===== src/rtl/io_uart_tx.sv =====
// io_uart_tx
// ----------
// Collects the 32-bit words the core writes to IO address 0 and sends each one
// out on a UART line as four bytes, least significant byte first.
//
// Write handshake: din_valid is a one-cycle strobe with no ready signal. A word
// is taken on any rising clk edge where din_valid=1 and the FIFO has room, or
// where the FIFO is full but a word is popped on that same edge. Otherwise the
// word is lost and the sticky overflow flag is set.
//
// Optional feature: define IO_TX_PARITY_EN to add an even-parity bit after the
// data bits. Frames are then 8E1 (11 bits) instead of 8N1 (10 bits).
//
// Parameters:
//   CLKS_PER_BIT  clock cycles per UART bit (>= 2)
//   FIFO_DEPTH    FIFO size in words (power of two, >= 2)
//
// Ports:
//   clk         system clock, rising edge
//   reset       asynchronous active-high reset
//   din         word to send, sampled when din_valid=1
//   din_valid   one-cycle write strobe
//   tx          UART serial output, idles high, driven from a flop
//   busy        high while the FIFO holds words or a frame is in progress
//   overflow    sticky: a word was dropped because the FIFO was full
//   fifo_count  number of words in the FIFO
//   state_dbg   current serialiser state, for debug and checkers
module io_uart_tx #(
  parameter int CLKS_PER_BIT = 16,
  parameter int FIFO_DEPTH   = 8
) (
  input  logic                          clk,
  input  logic                          reset,
  input  logic [31:0]                   din,
  input  logic                          din_valid,
  output logic                          tx,
  output logic                          busy,
  output logic                          overflow,
  output logic [$clog2(FIFO_DEPTH):0]   fifo_count,
  output logic [2:0]                    state_dbg
);

  localparam int AW = $clog2(FIFO_DEPTH);
  localparam int CW = $clog2(CLKS_PER_BIT);
  localparam logic [CW-1:0] BAUD_LAST = CW'(CLKS_PER_BIT - 1);
  localparam logic [AW:0]   DEPTH_C   = (AW + 1)'(FIFO_DEPTH);

  typedef enum logic [2:0] {
    ST_IDLE   = 3'd0,
    ST_START  = 3'd1,
    ST_DATA   = 3'd2,
`ifdef IO_TX_PARITY_EN
    ST_STOP   = 3'd3,
    ST_PARITY = 3'd4
`else
    ST_STOP   = 3'd3
`endif
  } state_e;

  // Registered state
  state_e         state_q, state_d;
  logic [CW-1:0]  baud_q, baud_d;
  logic [2:0]     bit_idx_q, bit_idx_d;
  logic [1:0]     byte_idx_q, byte_idx_d;
  logic [31:0]    shreg_q, shreg_d;
  logic           tx_q, tx_d;
  logic           overflow_q, overflow_d;
  logic [AW-1:0]  wr_ptr_q, wr_ptr_d;
  logic [AW-1:0]  rd_ptr_q, rd_ptr_d;
  logic [AW:0]    count_q, count_d;
  logic [31:0]    mem_q [FIFO_DEPTH];

  logic           fifo_empty;
  logic           fifo_full;
  logic           pop;
  logic           push;
  logic           bit_done;
  logic [31:0]    head;
  logic [7:0]     cur_byte;

  assign fifo_empty = (count_q == '0);
  assign fifo_full  = (count_q == DEPTH_C);
  assign head       = mem_q[rd_ptr_q];
  assign bit_done   = (baud_q == BAUD_LAST);

  // Serialiser next-state logic. The baud counter restarts at 0 on every
  // state entry, so each bit lasts exactly CLKS_PER_BIT cycles.
  always_comb begin
    state_d    = state_q;
    baud_d     = baud_q + CW'(1);
    bit_idx_d  = bit_idx_q;
    byte_idx_d = byte_idx_q;
    shreg_d    = shreg_q;
    pop        = 1'b0;
    unique case (state_q)
      ST_IDLE: begin
        baud_d = '0;
        if (!fifo_empty) begin
          pop        = 1'b1;
          shreg_d    = head;
          byte_idx_d = 2'd0;
          state_d    = ST_START;
        end
      end
      ST_START: begin
        if (bit_done) begin
          baud_d    = '0;
          bit_idx_d = 3'd0;
          state_d   = ST_DATA;
        end
      end
      ST_DATA: begin
        if (bit_done) begin
          baud_d = '0;
          if (bit_idx_q == 3'd7) begin
`ifdef IO_TX_PARITY_EN
            state_d = ST_PARITY;
`else
            state_d = ST_STOP;
`endif
          end else begin
            bit_idx_d = bit_idx_q + 3'd1;
          end
        end
      end
`ifdef IO_TX_PARITY_EN
      ST_PARITY: begin
        if (bit_done) begin
          baud_d  = '0;
          state_d = ST_STOP;
        end
      end
`endif
      ST_STOP: begin
        if (bit_done) begin
          baud_d = '0;
          if (byte_idx_q != 2'd3) begin
            byte_idx_d = byte_idx_q + 2'd1;
            shreg_d    = {8'h00, shreg_q[31:8]};
            state_d    = ST_START;
          end else if (!fifo_empty) begin
            // Chain straight into the next word with no idle bit.
            pop        = 1'b1;
            shreg_d    = head;
            byte_idx_d = 2'd0;
            state_d    = ST_START;
          end else begin
            state_d = ST_IDLE;
          end
        end
      end
      default: begin
        baud_d  = '0;
        state_d = ST_IDLE;
      end
    endcase
  end

  // tx is computed from the next state so the registered line changes on the
  // same edge the state does.
  always_comb begin
    cur_byte = shreg_d[7:0];
    tx_d     = 1'b1;
    unique case (state_d)
      ST_START:  tx_d = 1'b0;
      ST_DATA:   tx_d = cur_byte[bit_idx_d];
`ifdef IO_TX_PARITY_EN
      ST_PARITY: tx_d = ^cur_byte;
`endif
      default:   tx_d = 1'b1;
    endcase
  end

  // FIFO bookkeeping. A write on a full FIFO is still accepted when a pop
  // frees the slot on the same edge.
  always_comb begin
    push       = din_valid & (~fifo_full | pop);
    overflow_d = overflow_q | (din_valid & fifo_full & ~pop);
    wr_ptr_d   = push ? wr_ptr_q + AW'(1) : wr_ptr_q;
    rd_ptr_d   = pop  ? rd_ptr_q + AW'(1) : rd_ptr_q;
    unique case ({push, pop})
      2'b10:   count_d = count_q + (AW + 1)'(1);
      2'b01:   count_d = count_q - (AW + 1)'(1);
      default: count_d = count_q;
    endcase
  end

  always_ff @(posedge clk or posedge reset) begin
    if (reset) begin
      state_q    <= ST_IDLE;
      baud_q     <= '0;
      bit_idx_q  <= '0;
      byte_idx_q <= '0;
      shreg_q    <= '0;
      tx_q       <= 1'b1;
      overflow_q <= 1'b0;
      wr_ptr_q   <= '0;
      rd_ptr_q   <= '0;
      count_q    <= '0;
    end else begin
      state_q    <= state_d;
      baud_q     <= baud_d;
      bit_idx_q  <= bit_idx_d;
      byte_idx_q <= byte_idx_d;
      shreg_q    <= shreg_d;
      tx_q       <= tx_d;
      overflow_q <= overflow_d;
      wr_ptr_q   <= wr_ptr_d;
      rd_ptr_q   <= rd_ptr_d;
      count_q    <= count_d;
    end
  end

  // Storage needs no reset: entries are only read once counted as valid.
  always_ff @(posedge clk) begin
    if (push) begin
      mem_q[wr_ptr_q] <= din;
    end
  end

  assign tx         = tx_q;
  assign overflow   = overflow_q;
  assign fifo_count = count_q;
  assign busy       = (state_q != ST_IDLE) | (count_q != '0);
  assign state_dbg  = state_q;

endmodule


===== config.mk =====
export PLATFORM = sky130hd
export DESIGN_NAME = io_uart_tx
export DESIGN_NICKNAME = d
export VERILOG_FILES = /design/src/rtl/io_uart_tx.sv
export SDC_FILE = /design/constraint.sdc
export NUM_CORES = 1
export LEC_CHECK = 0
export CORE_UTILIZATION = 33
export DETAILED_ROUTE_END_ITERATION = 10
export GPL_TIMING_DRIVEN = 1
export PLACE_DENSITY = 0.53
export SLEW_MARGIN = 20
export SYNTH_ARGS = -nofsm -noshare
export SYNTH_HDL_FRONTEND = slang
export SYNTH_SLANG_ARGS = --single-unit

===== constraint.sdc =====
create_clock -name clk -period 4.6 [get_ports clk]
set_clock_uncertainty 0.05 [all_clocks]
set_input_delay 0.92 -clock clk [delete_from_list [all_inputs] [get_ports clk]]
set_output_delay 0.92 -clock clk [all_outputs]
set_load 0.02 [all_outputs]

==> summary.md, run 1 <==
| Metric | Value |
|---|---|
| Share of post-route cells with drive strength above 1 | 21.1% |
| Count of TritonRoute iterations in the first routing pass | 5 |
| Register area share after synthesis | 73.4% |
| Total wire length after detailed routing | 25,800 µm |
| Worst vdd ir | 0.226 mV |
| Syn nets | 696 |
| Synth Cell Area | 12,400 µm² |
| Critical Path Slowest Stage Cell | sky130_fd_sc_hd__a41oi_4 |
| Setup repair after global routing missed its margin | false |
| Number of antenna violations at the first check in global routing | 0 |
| Power, Total | 9.00 mW |
| Filler Cell Count | 3,290 |
| Avg Synthesized Cell Area | 18.9 µm² |
| Core footprint | 36,800 µm² |
| Overflow left after global routing | 0 |
| Path category of the worst min-delay check | register to register |
| CTS sink cnt | 312 |
| Area of the die | 38,300 µm² |
| Number of enable-type register cells in the synthesized netlist | 256 |
| Cell types with the highest counts after synthesis | sky130_fd_sc_hd__edfxtp_1 (256), sky130_fd_sc_hd__mux4_2 (64), sky130_fd_sc_hd__dfrtp_1 (55), sky130_fd_sc_hd__nor2_1 (35), sky130_fd_sc_hd__mux2i_1 (32) |
| Setup slack at placement | 1.11 ns |
| Global routing usage summed across all routing layers | 14.0% |
| Area of combinational cells with multiple inputs | 3170 µm² |
| Post-synth top area share | 62.1% |
| Std cell rows | 70 |
| First-pass GRT wire length | 40,400 µm |
| Pwr/cell area | 616 nW/µm² |
| Depth of the CTS H-tree | 2 |
| Die boundary width | 196 µm |
| Number of gates resized after CTS | 0 |
| Fin crit share | 75.3% |
| Standby leakage power | 4.92 nW |
| Register-to-register setup slack | 1.13 ns |
| Vias in the first global route | 6,651 |
| Ranking of synthesized cells by area | sky130_fd_sc_hd__edfxtp_1 (62%), sky130_fd_sc_hd__mux4_2 (12%), sky130_fd_sc_hd__dfrtp_1 (11%) |
| Count of antenna diodes in the layout | 0 |
| Final antenna-violating net count | 0 |
| Cell taking the most area after synthesis | sky130_fd_sc_hd__edfxtp_1 |
| Growth of design area from synthesis to finish | 18.0% |
| Layout net count | 763 |
| Synth cell types | 51 |
| Maximum clock frequency | 289 MHz |
| Area used by sequential logic in the layout | 9100 µm² |
| Highest net fanout along the worst path | 28 |
| Cells along the critical path | ha_1 > and4_1 > a41oi_4 > nand2b_1 > nor2_1 > xor2_1 > ha_1 > nor4_1 > a21oi_1 > xnor2_1 |
| Detailed placer's ending HPWL | 15,800 µm |
| WS Path Type | register to register |
| Headroom to the max-slew limit | 35.3% |
| Final hold violation count | 0 |
| TritonCTS clock tree | yes |
| Result of the run | finished, final reports clean |
| Total of warnings raised by yosys | 0 |
| DRC | 0 |
| Maximum buffer depth of the clock tree | 3 |
| DR vias/cell | 5.09 |
| Worst-margin pin slew | 0.971 ns |
| Clock period minus worst slack | 3.47 ns |
| I/O pin count | 45 |
| Starting Density | 33.6% |
| Total of flip-flops plus latches after synthesis | 312 |
| Postcts setup bufs | 0 |
| Gate count of the mapped netlist | 655 |
| Setup_tns | 0 ns |
| Max-slew violation total from the final report | 0 |
| Drt wl/cell | 21.3 µm |
| Number of buffers created by CTS | 35 |
| Sort of element at the end of the critical path | register |
| DR iter-0 viols | 465 |
| Vert. Die Dim | 196 µm |
| IO Port Bufs | 44 |
| Worst stage delay on the critical path | 0.70 ns |
| Cts hold-fix bufs | 0 |
| Maximum number of pins on one net before global-route repair | 42 |
| Data arrival time at the worst-slack endpoint | 3.81 ns |
| Worst EP required | 4.94 ns |
| Routability Congestion | 0.810 |
| CTS clock-pin slew for the worst setup and hold paths | 0.06 ns |
| Max-cap violations | 0 |
| Insertion delay to the later sink of the worst-skew pair | 0.52 ns |
| DR vias | 6,192 |
| Asr flop ratio synth | 17.9% |
| CP Launch Type | register |
| Worst path setup slack after routing | 1.13 ns |
| Cell with the most instances after synthesis | sky130_fd_sc_hd__edfxtp_1 |
| Most frequent CP cell | sky130_fd_sc_hd__ha_1 |
| Final setup violating endpoints | 0 |
| Flip-flop cell with the highest count after synthesis | sky130_fd_sc_hd__edfxtp_1 |
| CTS root buffer | sky130_fd_sc_hd__clkbuf_16 |
cell type report:
class	instances	share of cell area [%]
flip-flops and latches	312	62.3
multi-input cells	305	21.7
clock buffers	43	6.20
repair buffers	62	4.11
well taps	468	4.01
clock inverters	20	1.49
inverters	6	0.154
state kept, by name, indices dropped and copies added (netlist names):
register and flops:
baud_q 4, bit_idx_q 3, byte_idx_q 2, fifo_count 4
mem_q 256, overflow 1, rd_ptr_q 3, shreg_q 32
state_dbg 3, tx 1, wr_ptr_q 3
path summary, 6_finish.rpt:
path | endpoint | start | depth (start not counted)
max | fifo_count[2] | baud_q[0] | 10
min | shreg_q[31] | shreg_q[31] | 2
max reg2reg | fifo_count[2] | baud_q[0] | 10
min reg2reg | shreg_q[31] | shreg_q[31] | 2
max in group asynchronous | rd_ptr_q[0] | reset | 3
min in group asynchronous | overflow | reset | 2
placed cells by master, fill, tap and decap left out, types with 4 or more instances in the layout:
cell type / instances
sky130_fd_sc_hd__o21ai_1: 4
sky130_fd_sc_hd__clkinv_2: 5
sky130_fd_sc_hd__nor2_1: 29
sky130_fd_sc_hd__inv_1: 5
sky130_fd_sc_hd__a22oi_1: 19
sky130_fd_sc_hd__nor2b_1: 4
sky130_fd_sc_hd__ha_1: 6
sky130_fd_sc_hd__nand2b_1: 7
sky130_fd_sc_hd__clkdlybuf4s50_1: 44
sky130_fd_sc_hd__clkinv_1: 6
sky130_fd_sc_hd__o21ai_0: 25
sky130_fd_sc_hd__mux4_2: 64
sky130_fd_sc_hd__nor3_1: 9
sky130_fd_sc_hd__dfrtp_1: 52
sky130_fd_sc_hd__mux2i_1: 32
sky130_fd_sc_hd__a31oi_1: 4
sky130_fd_sc_hd__clkbuf_16: 35
sky130_fd_sc_hd__edfxtp_1: 256
sky130_fd_sc_hd__xnor2_1: 6
sky130_fd_sc_hd__nor2_4: 6
sky130_fd_sc_hd__nand2_1: 21
sky130_fd_sc_hd__a21oi_1: 20
sky130_fd_sc_hd__clkbuf_1: 8
sky130_fd_sc_hd__buf_4: 16
sky130_fd_sc_hd__a221o_1: 7
worst max-delay path: cells and delay by family, from the launching register on:
kind	cells	cell delay, ns
AO/OA/AOI/OAI	2	0.79
adder cells (fa/ha/maj)	2	0.52
flip-flops	1	0.41
XOR/XNOR	2	0.31
AND/OR/NAND/NOR	4	1.24
report_power, final:
group          internal [mW]  switching [mW]
sequential              3.61           0.432
clock                   1.59            1.11
combinational           1.07            1.19
cells by family after synthesis:
| group | count (synthesis) | share of synthesized area [%] |
|---|---|---|
| xor+xnor | 8 | 0.566 |
| simple gates | 96 | 4.00 |
| mux | 99 | 14.5 |
| buf+inv | 38 | 1.47 |
| other cells | 1 | 0.0303 |
| flops | 312 | 73.4 |
| fa+ha+maj | 6 | 0.607 |
| compound gates | 95 | 5.38 |
metal layers:
layer | vias to the layer above | track usage (%) | routed length [µm] | share of wire [%]
li1 | 2798 | - | - | -
met1 | 3253 | 18.9 | 11600 | 45
met2 | 107 | 23.5 | 12900 | 50
met3 | 34 | 2.20 | 848 | 3.3
met4 | 0 | 3.88 | 467 | 1.8
met5 | - | 0 | 0 | 0
through the flow:
step	hold slack, ns	util, %	cells	cell area, µm²
CTS	0.439	39.7	1216	14600
global placement	0.414	36.6	1153	13500
global route	0.455	39.7	1216	14600
floorplan	0.399	-	655	12400
finish	0.440	39.7	1216	14600
detailed placement	0.426	36.6	1153	13500
Power figures use the tool's default switching activity.
==> run 2, diff against run 1 <==
Settings changed: PLACE_DENSITY 0.53 to 0.51.
Clock period 4.6 ns to 3.2 ns, I/O delays scaled along.
==> run 2 against run 1 <==
Die area did not move; power rose by 45%; critical path depth shrank 3; first-iteration DRC count down 10%; worst setup slack worse by 0.80 ns; flip-flop and latch count is the same; non-clock buffer count up 12; core utilization is 0.57 points higher; worst hold slack got worse by 0.014 ns; count of clock-buffer cells in the layout did not move; wire length down 0.42%.
==> summary.md, run 2 (synthesis results as in run 1) <==
| Metric | Value |
|---|---|
| Count of antenna diodes in the layout | 0 (unchanged) |
| Vert. Die Dim | 196 µm (unchanged) |
| Setup_tns | 0 ns (unchanged) |
| Worst path setup slack after routing | 0.336 ns (was 1.13 ns) |
| Instance area after placement | 13,700 µm² (was 13,500 µm²) |
| Filler Cell Count | 3,277 (was 3,290) |
| Standby leakage power | 5.01 nW (was 4.92 nW) |
| Maximum buffer depth of the clock tree | 3 (unchanged) |
| Worst hold path stage count | 1 (was 2) |
| Portion of total power attributed to combinational logic | 26.6% (was 25.1%) |
| Final Cell Area | 14,800 µm² (was 14,600 µm²) |
| Depth of the CTS H-tree | 2 (unchanged) |
| Pwr/cell area | 881 nW/µm² (was 616 nW/µm²) |
| P_int | 9.13 mW (was 6.28 mW) |
| Setup slack at placement | 0.0885 ns (was 1.11 ns) |
| Drt wl/cell | 20.9 µm (was 21.3 µm) |
| Count of TritonRoute iterations in the first routing pass | 7 (was 5) |
| DR iter-0 viols | 418 (was 465) |
| Reg2Reg Depth | 7 (was 10) |
| Area of the die | 38,300 µm² (unchanged) |
| DR vias/cell | 5.06 (was 5.09) |
| Highest net fanout along the worst path | 20 (was 28) |
| DP Cell Count | 1,165 (was 1,153) |
| DRC | 0 (unchanged) |
| Share of total power in the clock network | 29.6% (was 30.0%) |
| Global routing usage summed across all routing layers | 13.8% (was 14.0%) |
| Growth of design area from synthesis to finish | 19.7% (was 18.0%) |
| Max-slew violation total from the final report | 0 (unchanged) |
| I/O pin count | 45 (unchanged) |
| Met1 Wirelength | 11,300 µm (was 11,600 µm) |
| Number of buffers created by CTS | 35 (unchanged) |
| Power, Total | 13.0 mW (was 9.00 mW) |
| Cts hold-fix bufs | 0 (unchanged) |
| Final setup violating endpoints | 0 (unchanged) |
| Worst vdd ir | 0.423 mV (was 0.226 mV) |
| CTS sink cnt | 312 (unchanged) |
| Headroom to the max-slew limit | 49.1% (was 35.3%) |
| Final antenna-violating net count | 0 (unchanged) |
| Worst-margin pin slew | 0.757 ns (was 0.971 ns) |
| CTS root buffer | sky130_fd_sc_hd__clkbuf_16 (unchanged) |
| Die boundary width | 196 µm (unchanged) |
| Area of combinational cells with multiple inputs | 3190 µm² (was 3170 µm²) |
| Area used by sequential logic in the layout | 9100 µm² (unchanged) |
| Number of flip-flops under the largest register name | 256 (unchanged) |
| Std cell rows | 70 (unchanged) |
| Total wire length after detailed routing | 25,700 µm (was 25,800 µm) |
| Final worst hold slack | 0.426 ns (was 0.440 ns) |
| Routability Congestion | 0.780 (was 0.810) |
| CTS clock-pin slew for the worst setup and hold paths | 0.05 ns (was 0.06 ns) |
| Path category of the worst min-delay check | register to register (unchanged) |
| Most used cells in the layout excluding fill and tap cells | sky130_fd_sc_hd__edfxtp_1 (256), sky130_fd_sc_hd__mux4_2 (64), sky130_fd_sc_hd__dfrtp_1 (52), sky130_fd_sc_hd__clkdlybuf4s50_1 (44), sky130_fd_sc_hd__clkbuf_16 (36) (was sky130_fd_sc_hd__edfxtp_1 (256), sky130_fd_sc_hd__mux4_2 (64), sky130_fd_sc_hd__dfrtp_1 (52), sky130_fd_sc_hd__clkdlybuf4s50_1 (44), sky130_fd_sc_hd__clkbuf_16 (35)) |
| Maximum clock frequency | 349 MHz (was 289 MHz) |
| First-pass GRT wire length | 40,200 µm (was 40,400 µm) |
| Max-cap violations | 0 (unchanged) |
| Insertion delay to the later sink of the worst-skew pair | 0.51 ns (was 0.52 ns) |
| Detailed-routed wire length on met3 | 1010 µm (was 848 µm) |
| WS Path Type | register to register (unchanged) |
| Overflow left after global routing | 0 (unchanged) |
| Fraction of the core area covered by cells at the end of the flow | 40.3% (was 39.7%) |
| Worst EP required | 3.33 ns (was 4.94 ns) |
| Data arrival time at the worst-slack endpoint | 3.00 ns (was 3.81 ns) |
| CP Launch Type | register (unchanged) |
| Share of post-route cells with drive strength above 1 | 22.3% (was 21.1%) |
| Setup repair after global routing missed its margin | false (unchanged) |
| TritonCTS clock tree | yes (unchanged) |
| Commonest non-fill, non-tap cell in the layout | sky130_fd_sc_hd__edfxtp_1 (unchanged) |
| Result of the run | finished, final reports clean (unchanged) |
| Number of antenna violations at the first check in global routing | 0 (unchanged) |
| Largest reg by FF count | mem_q (unchanged) |
| Clock period minus worst slack | 2.86 ns (was 3.47 ns) |
| Share of power burned in registers | 43.8% (was 44.9%) |
| Maximum number of pins on one net before global-route repair | 43 (was 42) |
| Met2 Wirelength | 13,000 µm (was 12,900 µm) |
| Final hold violation count | 0 (unchanged) |
| Vias in the first global route | 6,708 (was 6,651) |
| Switching power of the nets | 3.92 mW (was 2.73 mW) |
| Sort of element at the end of the critical path | register (unchanged) |
| Final non-filler cell total | 1,229 (was 1,216) |
| Layout net count | 775 (was 763) |
| Detailed placer's ending HPWL | 16,500 µm (was 15,800 µm) |
| Core footprint | 36,800 µm² (unchanged) |
| Fin crit share | 89.5% (was 75.3%) |
| Net Sw Frac | 30.0% (was 30.3%) |
| IO Port Bufs | 44 (unchanged) |
| Starting Density | 33.6% (unchanged) |
| Uppermost metal layer occupied by signal nets | met4 (unchanged) |
| Leading registers by flop count | mem_q: 256 flops, shreg_q: 32 flops (unchanged) |
| DR vias | 6,223 (was 6,192) |
## run 2: changes by cell type in the layout (fill, tap and decap cells not counted), sizes merged
cell and delta:
inv -2, buf +12, clkinvlp +1, clkinv +2
## run 2: layout make-up
type,instances,area share (%)
multi-input combinational,305,21.6
timing repair buffer,74,5.34
sequential,312,61.4
clock inverter,21,1.31
inverter,6,0.152
clock buffer,43,6.26
tap,468,3.95
## run 2: worst max-delay path: stages, from the launching register on
cell and delay [ns]:
sky130_fd_sc_hd__dfrtp_1 0.39, sky130_fd_sc_hd__ha_1 0.33, sky130_fd_sc_hd__and4_1 0.31, sky130_fd_sc_hd__a41oi_4 0.16, sky130_fd_sc_hd__a31oi_4 0.36, sky130_fd_sc_hd__nand2b_1 0.33, sky130_fd_sc_hd__nor2_4 0.37, sky130_fd_sc_hd__buf_12 0.22
## run 2: final timing paths
| check | from | to | slack (ns) |
|---|---|---|---|
| max in group asynchronous | reset | rd_ptr_q[0] | 2.02 |
| setup reg to reg | baud_q[0] | mem_q[6][10] | 0.34 |
| hold / removal | overflow | overflow | 0.43 |
| setup / recovery | baud_q[0] | mem_q[6][10] | 0.34 |
| min in group asynchronous | reset | baud_q[0] | 0.47 |
| hold reg to reg | overflow | overflow | 0.43 |
## run 2: what timing repair did
action,4_1_cts,5_1_grt
setup buffers,0,0
gates resized for setup,0,1
setup endpoints to repair,0,20
## run 2: power by group through the flow
stage,combinational (mW),clock [mW],sequential (mW)
after floorplan,2.44,0,5.55
after detailed placement,3.56,0,5.81
after global placement,3.50,0,5.77
after CTS,3.57,3.96,5.73
after global routing,3.80,4.11,5.81
final,3.47,3.86,5.72
## run 2: metal layers
| metal | up-vias | track usage [%] |
|---|---|---|
| met5 | - | 0 |
| met4 | 0 | 3.79 |
| met3 | 30 | 2.34 |
| met2 | 110 | 23.3 |
| met1 | 3265 | 18.4 |
| li1 | 2818 | - |
